[src/rtl/reverse_rotate_pipe.sv]
// reverse_rotate_pipe
//   Two-stage registered datapath. It optionally bit-reverses a WIDTH-bit
//   operand, then rotates the result left or right by a per-transaction amount.
//
//   S1 registers the (optionally reversed) data, the effective right-rotate
//   amount and a valid flag. S2 registers the rotated result.
//
//   Optional build macro: RRP_ZERO_FLAG_EN. When it is defined, the block adds
//   out_zero, a flag registered in S2 that is high when the S2 data is all
//   zeros.
//
// Handshake (both sides):
//   A transfer happens on a rising clk edge where valid and ready are both
//   high. The producer must hold valid and payload stable while ready is low.
//   out_ready may feed in_ready combinationally.
//
// Ports:
//   clk        rising-edge clock
//   rst_n      synchronous, active-low reset
//   in_valid   upstream offers a transaction
//   in_ready   block accepts the transaction this cycle
//   in_data    operand (WIDTH bits)
//   in_rev     1 = reverse the bit order before rotating
//   in_dir     0 = rotate right, 1 = rotate left
//   in_amt     rotate amount, 0..WIDTH-1 (SHW bits)
//   out_valid  result available
//   out_ready  downstream accepts the result
//   out_data   result (WIDTH bits)
//   out_zero   (RRP_ZERO_FLAG_EN only) S2 data is all zeros
module reverse_rotate_pipe #(
  parameter  int WIDTH = 16,
  localparam int SHW   = $clog2(WIDTH)
) (
  input  logic             clk,
  input  logic             rst_n,
  input  logic             in_valid,
  output logic             in_ready,
  input  logic [WIDTH-1:0] in_data,
  input  logic             in_rev,
  input  logic             in_dir,
  input  logic [SHW-1:0]   in_amt,
  output logic             out_valid,
  input  logic             out_ready,
  output logic [WIDTH-1:0] out_data
`ifdef RRP_ZERO_FLAG_EN
  ,
  output logic             out_zero
`endif
);

  logic             s1_valid;
  logic [WIDTH-1:0] s1_data;
  logic [SHW-1:0]   s1_amt;
  logic             s2_valid;
  logic [WIDTH-1:0] s2_data;

  logic             s2_load;
  logic             in_fire;
  logic [WIDTH-1:0] rev_data;
  logic [SHW-1:0]   eff_amt;
  logic [2*WIDTH-1:0] dbl_shift;
  logic [WIDTH-1:0] rot_data;

  // S2 can take new contents when it is empty or its word leaves this edge.
  // S1 drains into S2 under the same condition.
  assign s2_load  = !s2_valid || out_ready;
  assign in_ready = !s1_valid || s2_load;
  assign in_fire  = in_valid && in_ready;

  always_comb begin
    rev_data = in_data;
    if (in_rev) begin
      for (int i = 0; i < WIDTH; i++) begin
        rev_data[i] = in_data[WIDTH-1-i];
      end
    end
  end

  // A left rotate by n equals a right rotate by (WIDTH - n) mod WIDTH.
  // WIDTH is a power of two, so an SHW-bit negation gives the modulo for free.
  assign eff_amt = in_dir ? (SHW'(0) - in_amt) : in_amt;

  // Rotate right: shift a doubled copy of the word and keep the low half.
  assign dbl_shift = {s1_data, s1_data} >> s1_amt;
  assign rot_data  = dbl_shift[WIDTH-1:0];

  always_ff @(posedge clk) begin
    if (!rst_n) begin
      s1_valid <= 1'b0;
      s1_data  <= '0;
      s1_amt   <= '0;
    end else if (in_fire) begin
      s1_valid <= 1'b1;
      s1_data  <= rev_data;
      s1_amt   <= eff_amt;
    end else if (s2_load) begin
      s1_valid <= 1'b0;
    end
  end

  // S2 data is written only when a real word arrives. When the pipe
  // empties, the last result stays on out_data.
  always_ff @(posedge clk) begin
    if (!rst_n) begin
      s2_valid <= 1'b0;
      s2_data  <= '0;
    end else if (s2_load) begin
      s2_valid <= s1_valid;
      if (s1_valid) begin
        s2_data <= rot_data;
      end
    end
  end

`ifdef RRP_ZERO_FLAG_EN
  logic s2_zero;

  always_ff @(posedge clk) begin
    if (!rst_n) begin
      s2_zero <= 1'b0;
    end else if (s2_load && s1_valid) begin
      s2_zero <= (rot_data == '0);
    end
  end

  assign out_zero = s2_zero;
`endif

  assign out_valid = s2_valid;
  assign out_data  = s2_data;

endmodule

[config.mk]
export PLATFORM = sky130hd
export DESIGN_NAME = reverse_rotate_pipe
export DESIGN_NICKNAME = d
export VERILOG_FILES = /design/src/rtl/reverse_rotate_pipe.sv
export SDC_FILE = /design/constraint.sdc
export NUM_CORES = 1
export LEC_CHECK = 0
export ABC_AREA = 0
export BUFFER_PORTS_ARGS = -buffer_cell sky130_fd_sc_hd__buf_2
export CAP_MARGIN = 25
export CORE_MARGIN = 5
export CORE_UTILIZATION = 55
export CTS_BUF_LIST = sky130_fd_sc_hd__clkbuf_16
export CTS_CLUSTER_SIZE = 10
export DETAILED_ROUTE_END_ITERATION = 10
export PLACE_DENSITY = 0.78
export SETUP_SLACK_MARGIN = 0.5
export SYNTH_ARGS = -nofsm -noshare
export SYNTH_HDL_FRONTEND = slang
export SYNTH_SLANG_ARGS = --single-unit
export TNS_END_PERCENT = 5
[constraint.sdc]
create_clock -name clk -period 4.8 [get_ports clk]
set_clock_uncertainty 0.2 [all_clocks]
set_input_delay 0.48 -clock clk [delete_from_list [all_inputs] [get_ports clk]]
set_output_delay 0.48 -clock clk [all_outputs]
set_load 0.1 [all_outputs]
==> results.sh, run 1 <==
export IMPL_cp_top_family="multiplexers"
export IMPL_tritoncts="built"
export IMPL_synth_xor_area_share_pct=0.785
export IMPL_yosysMostFrequentCell="dfxtp_1"
export IMPL_cts_hold_buf=0
export IMPL_core_mm2=0.00397
export IMPL_dr_pass1_iters=4
export IMPL_reg2reg_depth=3
export IMPL_path_class="register to register"
export IMPL_cts_root_buf="clkbuf_16"
export IMPL_synth_compound_area_share_pct=24.8
export IMPL_leakagePower_nw=0.992
export IMPL_syn_area_mm2=0.00223
export IMPL_worstSetupEndpointType="register"
export IMPL_seqCellArea_um2=761
export IMPL_cap_violations=0
export IMPL_antenna_found_initial=0
export IMPL_dieArea_mm2=0.00543
export IMPL_die_h_um=73.7
export IMPL_hold_class="input pin to register"
export IMPL_synthFlopType="dfxtp_1"
export IMPL_min_path_cells=3
export IMPL_routed_via_density=6.42
export IMPL_path_buf_inv=0
export IMPL_drive_above_1_share_pct=32.5
export IMPL_synth_simple_area_share_pct=2.36
export IMPL_syn_to_final_growth_pct=13.7
export IMPL_nFillCells=332
export IMPL_synth_cells=201
export IMPL_seq_area_frac_synth_pct=34.1
export IMPL_ys_types=26
export IMPL_multi_input_area_mm2=0.00133
export IMPL_dp_hpwl_mm=3.46
export IMPL_critPathMaxStageDelay_ps=920
export IMPL_p_per_area_mw_per_mm2=345
export IMPL_io_buffers=43
export IMPL_routed_wl_mm=4.84
export IMPL_synth_top_area_share_pct=34.1
export IMPL_max_vdd_ir_drop_mv=0.228
export IMPL_cts_inserted_buffers=5
export IMPL_synthTopCellsByCount="dfxtp_1, mux2i_1, a21oi_1, a211oi_1"
export IMPL_avgSynthCellArea_um2=11.1
export IMPL_synth_mux_area_share_pct=31.0
export IMPL_nNetsFinal=257
export IMPL_yosysTopAreaCell="dfxtp_1"
export IMPL_clk_latency_ps=280
export IMPL_num_rows=23
export IMPL_cp_depth=3
export IMPL_synth_top_family_by_area="multiplexers"
export IMPL_grt_max_degree=24
export IMPL_slew_headroom_pct=38.5
export IMPL_hold_violations=0
export IMPL_min_from="in_amt[0]"
export IMPL_n_antenna_cell=0
export IMPL_fin_crit_ps=2380
export IMPL_setup_tns_ps=0
export IMPL_critPathLaunch="s1_amt[0]"
export IMPL_yosys_top_cells_area="dfxtp_1, mux4_2, mux2i_1"
export IMPL_final_period_utilization_pct=49.6
export IMPL_async_flop_share_pct=0
export IMPL_cts_sink_count=38
export IMPL_num_vias=1804
export IMPL_fmax_ghz=0.420
export IMPL_clkTransAtPathRegs_ps=50
export IMPL_path_cells="mux4_2 > mux2i_1 > o221ai_2"
export IMPL_cp_required_ps=4730
export IMPL_slew_violations=0
export IMPL_die_w_um=73.7
export IMPL_htreeDepth=2
export IMPL_io_pins=44
export IMPL_grt_pass1_vias=1632
export IMPL_ant_nets=0
export IMPL_cp_max_fo=17
export IMPL_ys_ff_latch=38
export IMPL_cts_setup_buffers=0
export IMPL_routabilityCongestion=0.829
export IMPL_rsz0062_at_grt="no"
export IMPL_hold_ws_ps=299
export IMPL_avgRoutedWirePerCell_um=17.2
export IMPL_synth_edf_count=0
export IMPL_synth_warnings=0
export IMPL_setup_viol=0
export IMPL_worstSetupStartpointType="register"
export IMPL_outcome="finished, final reports clean"
export IMPL_synth_nets=228
export IMPL_crit_slowest_cell="dfxtp_1"
export IMPL_drt_iter0_drc=141
export IMPL_grt_pass1_wl_mm=8.11
export IMPL_worst_pin_slew_ps=921
export IMPL_start_util_pct=56.2
export IMPL_clk_path_buf_depth=2
export IMPL_grt_total_usage_pct=19.3
export IMPL_synth_adder_area_share_pct=0.561
export IMPL_gr_total_overflow=0
export IMPL_cts_resized=0
export IMPL_drcViolationCount=0
export IMPL_cp_arrival_ps=2310
export IMPL_worstReg2RegStart="s1_amt[0]"
[per-layer routing]
metal	GRT usage, %	routed length, µm	vias up
met2	29.2	2290	57
met5	0	0	-
met1	26.3	2150	858
li1	-	-	881
met4	6.84	78	0
met3	5.34	322	8
[worst register-to-register path: cells and delay by family (launching register included)]
kind / cells / cell delay (ps)
muxes: 2 / 950
DFF: 1 / 920
AOI/OAI and AO/OA: 1 / 160
[placed cells by master (no fill, tap or decap), types with 2 or more instances in the layout]
cell       netlist  final
inv_1            3      4
inv_2            2      2
buf_4            0      2
nor2_1           2      2
buf_2            7     43
o221ai_1        13     13
mux4_2          16     16
a21oi_1         21     21
o221ai_2         3      3
clkbuf_16        0      5
a211oi_1        19     19
mux2i_1         33     33
dfxtp_1         38     38
o211ai_1        16     16
nor2b_1          2      2
[cell families (layout without fill, tap and decap cells)]
logic type	count (synthesis)	after routing
xor+xnor	2	2
simple gates	8	8
flops	38	38
mux	49	49
fa+ha+maj	1	1
compound gates	75	75
buf+inv	28	58
[area by class of cell]
class	instances	share of cell area, %
Multi-Input combinational cell	135	52.3
Sequential cell	38	30.0
Timing Repair Buffer	45	9.08
Clock buffer	5	4.93
Tap cell	50	2.47
Inverter	5	0.740
Clock inverter	3	0.493
[worst paths after layout]
path                       end  slack [ps]
setup / recovery  out_data[14]        2420
hold / removal       s1_amt[0]         300
setup reg to reg  out_data[14]        2420
hold reg to reg    out_data[9]         300
[where the power goes]
group	internal, mW	total, mW	switching [mW]
Combinational	0.0737	0.200	0.126
Sequential	0.337	0.368	0.0307
Clock	0.187	0.307	0.119
[metrics by stage]
stage	cells	total power, mW	utilization [%]	setup WS (ps)	instance area (µm²)
finish	281	0.875	63.9	2420	2540
global route	281	0.910	63.9	2210	2540
CTS	281	0.881	63.9	2400	2540
detailed placement	273	0.574	60.4	2410	2400
global placement	273	0.571	60.4	2460	2400
floorplan	201	0.533	-	2130	2230
[sequential cells by signal (all words and copies together) (netlist names)]
register   count
s1_data       16
out_data      16
s1_amt         4
out_valid      1
s1_valid       1
Note: power is estimated with default switching activity, not from simulation.
==> run 2: changes to the inputs <==
==> constraint.sdc (replaced) <==
create_clock -name clk -period 2.3 [get_ports clk]
set_clock_uncertainty 0.2 [all_clocks]
set_input_delay 0.23 -clock clk [delete_from_list [all_inputs] [get_ports clk]]
set_output_delay 0.23 -clock clk [all_outputs]
set_load 0.1 [all_outputs]
==> run 2 against run 1 <==
Net effect:
- count of clock-buffer cells in the layout unchanged
- non-clock buffer count is 9 higher
- maximum frequency increased by 29%
- combinational power rose to 2.5 times the previous value
- clock power increased by 110%
- final cell count rose by 3.6%
- largest cell class unchanged
- largest power group unchanged
==> results.sh, run 2 (synthesized netlist as in run 1, its figures left out) <==
export IMPL_path_cells="clkbuf_16 > mux4_2 > mux2i_2 > o221ai_1"
export IMPL_avgRoutedWirePerCell_um=19.0
export IMPL_die_w_um=73.7
export IMPL_ant_nets=0
export IMPL_rsz0062_at_grt="yes"
export IMPL_hold_class="input pin to register"
export IMPL_cp_arrival_ps=1790
export IMPL_start_util_pct=56.2
export IMPL_drive_above_1_share_pct=41.9
export IMPL_clk_path_buf_depth=2
export IMPL_clkTransAtPathRegs_ps=50
export IMPL_reg2reg_to="out_data[3]"
export IMPL_critPathMaxStageDelay_ps=540
export IMPL_hold_violations=0
export IMPL_cts_inserted_buffers=5
export IMPL_reg2reg_depth=4
export IMPL_cts_root_buf="clkbuf_16"
export IMPL_drt_iter0_drc=105
export IMPL_outcome="finished, final reports clean"
export IMPL_path_class="register to register"
export IMPL_final_cell_mix="buf_2, dfxtp_1, a21oi_1, mux2i_1, a211oi_1"
export IMPL_p_per_area_mw_per_mm2=695
export IMPL_dp_hpwl_mm=3.79
export IMPL_drcViolationCount=0
export IMPL_num_rows=23
export IMPL_stdcell_area_mm2=0.00273
export IMPL_crit_slowest_cell="mux4_2"
export IMPL_n_antenna_cell=0
export IMPL_post_dp_cell_area_mm2=0.00244
export IMPL_clk_latency_ps=280
export IMPL_worstReg2RegStart="s1_amt[0]"
export IMPL_gr_total_overflow=0
export IMPL_fin_crit_ps=1850
export IMPL_routed_via_density=6.55
export IMPL_final_period_utilization_pct=80.2
export IMPL_grt_pass1_vias=1740
export IMPL_cts_hold_buf=0
export IMPL_num_vias=1907
export IMPL_cp_max_fo=8
export IMPL_worstSetupEndpointType="register"
export IMPL_worst_pin_slew_ps=494
export IMPL_fmax_ghz=0.542
export IMPL_routabilityCongestion=0.967
export IMPL_nNetsFinal=267
export IMPL_min_from="in_amt[0]"
export IMPL_path_buf_inv=1
export IMPL_grt_total_usage_pct=20.6
export IMPL_core_mm2=0.00397
export IMPL_max_vdd_ir_drop_mv=0.348
export IMPL_antenna_found_initial=0
export IMPL_grt_pass1_wl_mm=8.60
export IMPL_setup_tns_ps=0
export IMPL_cp_required_ps=2250
export IMPL_leakagePower_nw=1.05
export IMPL_cap_violations=0
export IMPL_htreeDepth=2
export IMPL_worstSetupStartpointType="register"
export IMPL_io_buffers=43
export IMPL_cp_top_family="multiplexers"
export IMPL_routed_wl_mm=5.52
export IMPL_rrSetupSlack_ps=450
export IMPL_min_to="s1_amt[0]"
export IMPL_die_h_um=73.7
export IMPL_syn_to_final_growth_pct=22.4
export IMPL_dr_pass1_iters=4
export IMPL_slew_headroom_pct=67.3
export IMPL_io_pins=44
export IMPL_cts_sink_count=38
export IMPL_grt_max_degree=23
export IMPL_slew_violations=0
export IMPL_dieArea_mm2=0.00543
export IMPL_min_path_cells=3
export IMPL_setup_viol=0
export IMPL_finalPower_mw=1.90
export IMPL_tritoncts="built"
export IMPL_final_util_pct=68.8
export IMPL_final_common_cell="buf_2"
## run 2: cell count changes in the layout (fill, tap and decap cells not counted), sizes merged
| cell | before | now |
|---|---|---|
| buf | 45 | 53 |
| clkbuf | 5 | 6 |
| or4 | 1 | 2 |
## run 2: worst max path at each step
| stage | from | endpoint | slack (ps) | depth (start not counted) |
|---|---|---|---|---|
| 2_1_floorplan | out_valid | s1_data[10] | 490 | 4 |
| 3_3_place_gp | s1_amt[0] | out_data[2] | 330 | 4 |
| 3_5_place_dp | s1_amt[0] | out_data[2] | 330 | 4 |
| 4_1_cts | s1_amt[0] | out_data[6] | 420 | 4 |
| 5_1_grt | s1_amt[0] | out_data[3] | 430 | 4 |
| 6_report | s1_amt[0] | out_data[3] | 450 | 4 |
## run 2: where the power goes
| group | switching [mW] | total, mW | internal (mW) |
|---|---|---|---|
| sequential | 0.0510 | 0.755 | 0.704 |
| clock | 0.251 | 0.642 | 0.391 |
| combinational | 0.310 | 0.501 | 0.191 |
| total | 0.612 | 1.90 | 1.29 |
## run 2: what timing repair did
item,CTS,global route
pin swaps,0,2
endpoints found under the setup margin,17,17
hold endpoints to repair,0,0
gates resized for setup,5,18
buffers inserted,0,3
gates cloned,0,2
## run 2: stage by stage
stage / hold WS [ps] / setup WS [ps] / std cells
6_report: 24.5 / 454 / 291
4_1_cts: 36.1 / 420 / 286
3_5_place_dp: 294 / 334 / 278
2_1_floorplan: 177 / 487 / 201
3_3_place_gp: 291 / 327 / 278
5_1_grt: 35.9 / 434 / 291
## run 2: metal layers
| layer | part of all wire (%) | up-vias | track usage (%) | wire length [µm] |
|---|---|---|---|---|
| li1 | - | 909 | - | - |
| met1 | 41 | 909 | 26.0 | 2250 |
| met2 | 50 | 77 | 33.4 | 2760 |
| met3 | 7.4 | 12 | 5.61 | 411 |
| met4 | 1.8 | 0 | 7.85 | 97 |
| met5 | 0 | - | 0 | 0 |
## run 2: layout make-up
| cell class | count | area, µm² |
|---|---|---|
| Timing Repair Buffer | 54 | 330 |
| Tap cell | 50 | 62.6 |
| Multi-Input combinational cell | 136 | 1420 |
| Fill cell | 278 | 1240 |
| Clock buffer | 5 | 125 |
| Sequential cell | 38 | 767 |
| Inverter | 5 | 18.8 |
| Clock inverter | 3 | 12.5 |
## run 2: worst register-to-register path, stage by stage, from the launching register on
cell       delay [ps]
dfxtp_2           380
clkbuf_16         180
mux4_2            540
mux2i_2           250
o221ai_1          160
==> run 3: changes to the inputs <==
==> constraint.sdc (replaced) <==
create_clock -name clk -period 1.7 [get_ports clk]
set_clock_uncertainty 0.2 [all_clocks]
set_input_delay 0.17 -clock clk [delete_from_list [all_inputs] [get_ports clk]]
set_output_delay 0.17 -clock clk [all_outputs]
set_load 0.1 [all_outputs]
==> run 3 against run 2 <==
Net effect:
- the run now ends with negative setup slack left
- sequential share of layout area fell by 4.1 points
- clock power increased by 35%
- utilization grew 12 points
- routed wire length grew 16%
- global-route usage grew 1.3 points
- cell area grew 17%
- hold slack gained 10 ps
- worst setup slack worse by 600 ps
- non-clock buffer count grew 5
==> results.sh, run 3 (synthesized netlist as in run 1, its figures left out) <==
export IMPL_grt_pass1_vias=1869
export IMPL_die_w_um=73.7
export IMPL_grt_pass1_wl_mm=9.15
export IMPL_cp_required_ps=1650
export IMPL_final_util_pct=80.7
export IMPL_rsz0062_at_grt="yes"
export IMPL_worstSetupEndpointType="register"
export IMPL_hold_violations=0
export IMPL_ant_nets=0
export IMPL_clk_latency_ps=280
export IMPL_avgRoutedWirePerCell_um=21.8
export IMPL_hold_ws_ps=34.8
export IMPL_drt_iter0_drc=190
export IMPL_core_mm2=0.00397
export IMPL_finalNonFillerCells=295
export IMPL_io_buffers=43
export IMPL_cp_max_fo=4
export IMPL_syn_to_final_growth_pct=43.6
export IMPL_max_vdd_ir_drop_mv=0.577
export IMPL_cp_arrival_ps=1790
export IMPL_setup_tns_ps=-1440
export IMPL_gr_total_overflow=0
export IMPL_p_per_area_mw_per_mm2=852
export IMPL_htreeDepth=2
export IMPL_outcome="complete, but fails checks"
export IMPL_final_cell_mix="dfxtp_1, buf_2, mux2i_1"
export IMPL_io_pins=44
export IMPL_final_period_utilization_pct=109
export IMPL_nNetsFinal=271
export IMPL_post_dp_cell_area_mm2=0.00255
export IMPL_dr_pass1_iters=4
export IMPL_finalPower_mw=2.73
export IMPL_grt_max_degree=24
export IMPL_path_class="register to register"
export IMPL_leakagePower_nw=1.17
export IMPL_slew_violations=0
export IMPL_dp_hpwl_mm=3.77
export IMPL_cts_setup_buffers=0
export IMPL_stdcell_area_mm2=0.00320
export IMPL_drcViolationCount=0
export IMPL_num_rows=23
export IMPL_fmax_ghz=0.542
export IMPL_slew_headroom_pct=71.4
export IMPL_routed_wl_mm=6.43
export IMPL_fin_crit_ps=1850
export IMPL_grt_total_usage_pct=21.9
export IMPL_drive_above_1_share_pct=49.4
export IMPL_hold_class="input pin to register"
export IMPL_n_antenna_cell=0
export IMPL_antenna_found_initial=0
export IMPL_start_util_pct=56.2
export IMPL_routed_via_density=6.92
export IMPL_worst_pin_slew_ps=429
export IMPL_worstSetupStartpointType="register"
export IMPL_die_h_um=73.7
export IMPL_post_place_ws_ps=-137
export IMPL_num_vias=2041
export IMPL_routabilityCongestion=0.931
export IMPL_dieArea_mm2=0.00543
export IMPL_tritoncts="built"
export IMPL_cts_root_buf="clkbuf_16"
export IMPL_clkTransAtPathRegs_ps=50
export IMPL_cts_sink_count=38
export IMPL_cap_violations=0
export IMPL_worst_slack_ps=-146
export IMPL_setup_viol=16
export IMPL_final_common_cell="dfxtp_1"
export IMPL_clk_path_buf_depth=2
export IMPL_violations="negative setup slack"
export IMPL_cts_inserted_buffers=5
export IMPL_placed_cells=284
[run 3: changes by cell type in the layout (fill, tap and decap cells not counted), moves of 4 or more]
cell	delta
a21oi_4	+6
a21oi_1	-10
a21oi_2	+4
a211oi_2	+10
a211oi_1	-10
buf_2	-17
buf_12	+20
[run 3: repair_timing]
| item | 4_1_cts | 5_1_grt |
|---|---|---|
| hold endpoints to repair | 1 | 0 |
| pin swaps | 2 | 23 |
| hold buffers | 1 | 0 |
| gates cloned | 1 | 1 |
| gates resized for setup | 7 | 119 |
| endpoints found under the setup margin | 55 | 55 |
[run 3: power by group]
group          internal, mW  switching, mW
registers             0.952         0.0938
logic                 0.361          0.453
clock network         0.527          0.342
[run 3: final cells by class]
type                       instances  area (µm²)
clock buffer                       5         125
clock inverter                     3        11.3
fill                             209         768
inverter                           5        18.8
multi-input combinational        135        1530
sequential                        38         768
tap                               50        62.6
timing repair buffer              59         683
[run 3: worst paths after layout]
path                                 from  slack, ps     endpoint  cells past startpoint
worst max-delay path            s1_amt[0]       -150  out_data[4]                      4
worst min-delay path            out_ready         30    out_valid                      4
worst max register to register  s1_amt[0]       -150  out_data[4]                      4
worst min register to register  s1_amt[1]        360    s1_amt[1]                      2
[run 3: critical path, stage by stage, from the launching register on]
cell and delay, ps:
dfxtp_4 410, clkbuf_16 160, mux4_2 550, mux2i_1 250, o221ai_1 150
[run 3: layer usage]
| layer | track usage [%] | wire length (µm) | vias up |
|---|---|---|---|
| met1 | 26.9 | 2390 | 993 |
| met4 | 12.7 | 231 | 0 |
| met3 | 5.20 | 502 | 24 |
| met5 | 0 | 0 | - |
| li1 | - | - | 906 |
| met2 | 34.8 | 3310 | 118 |
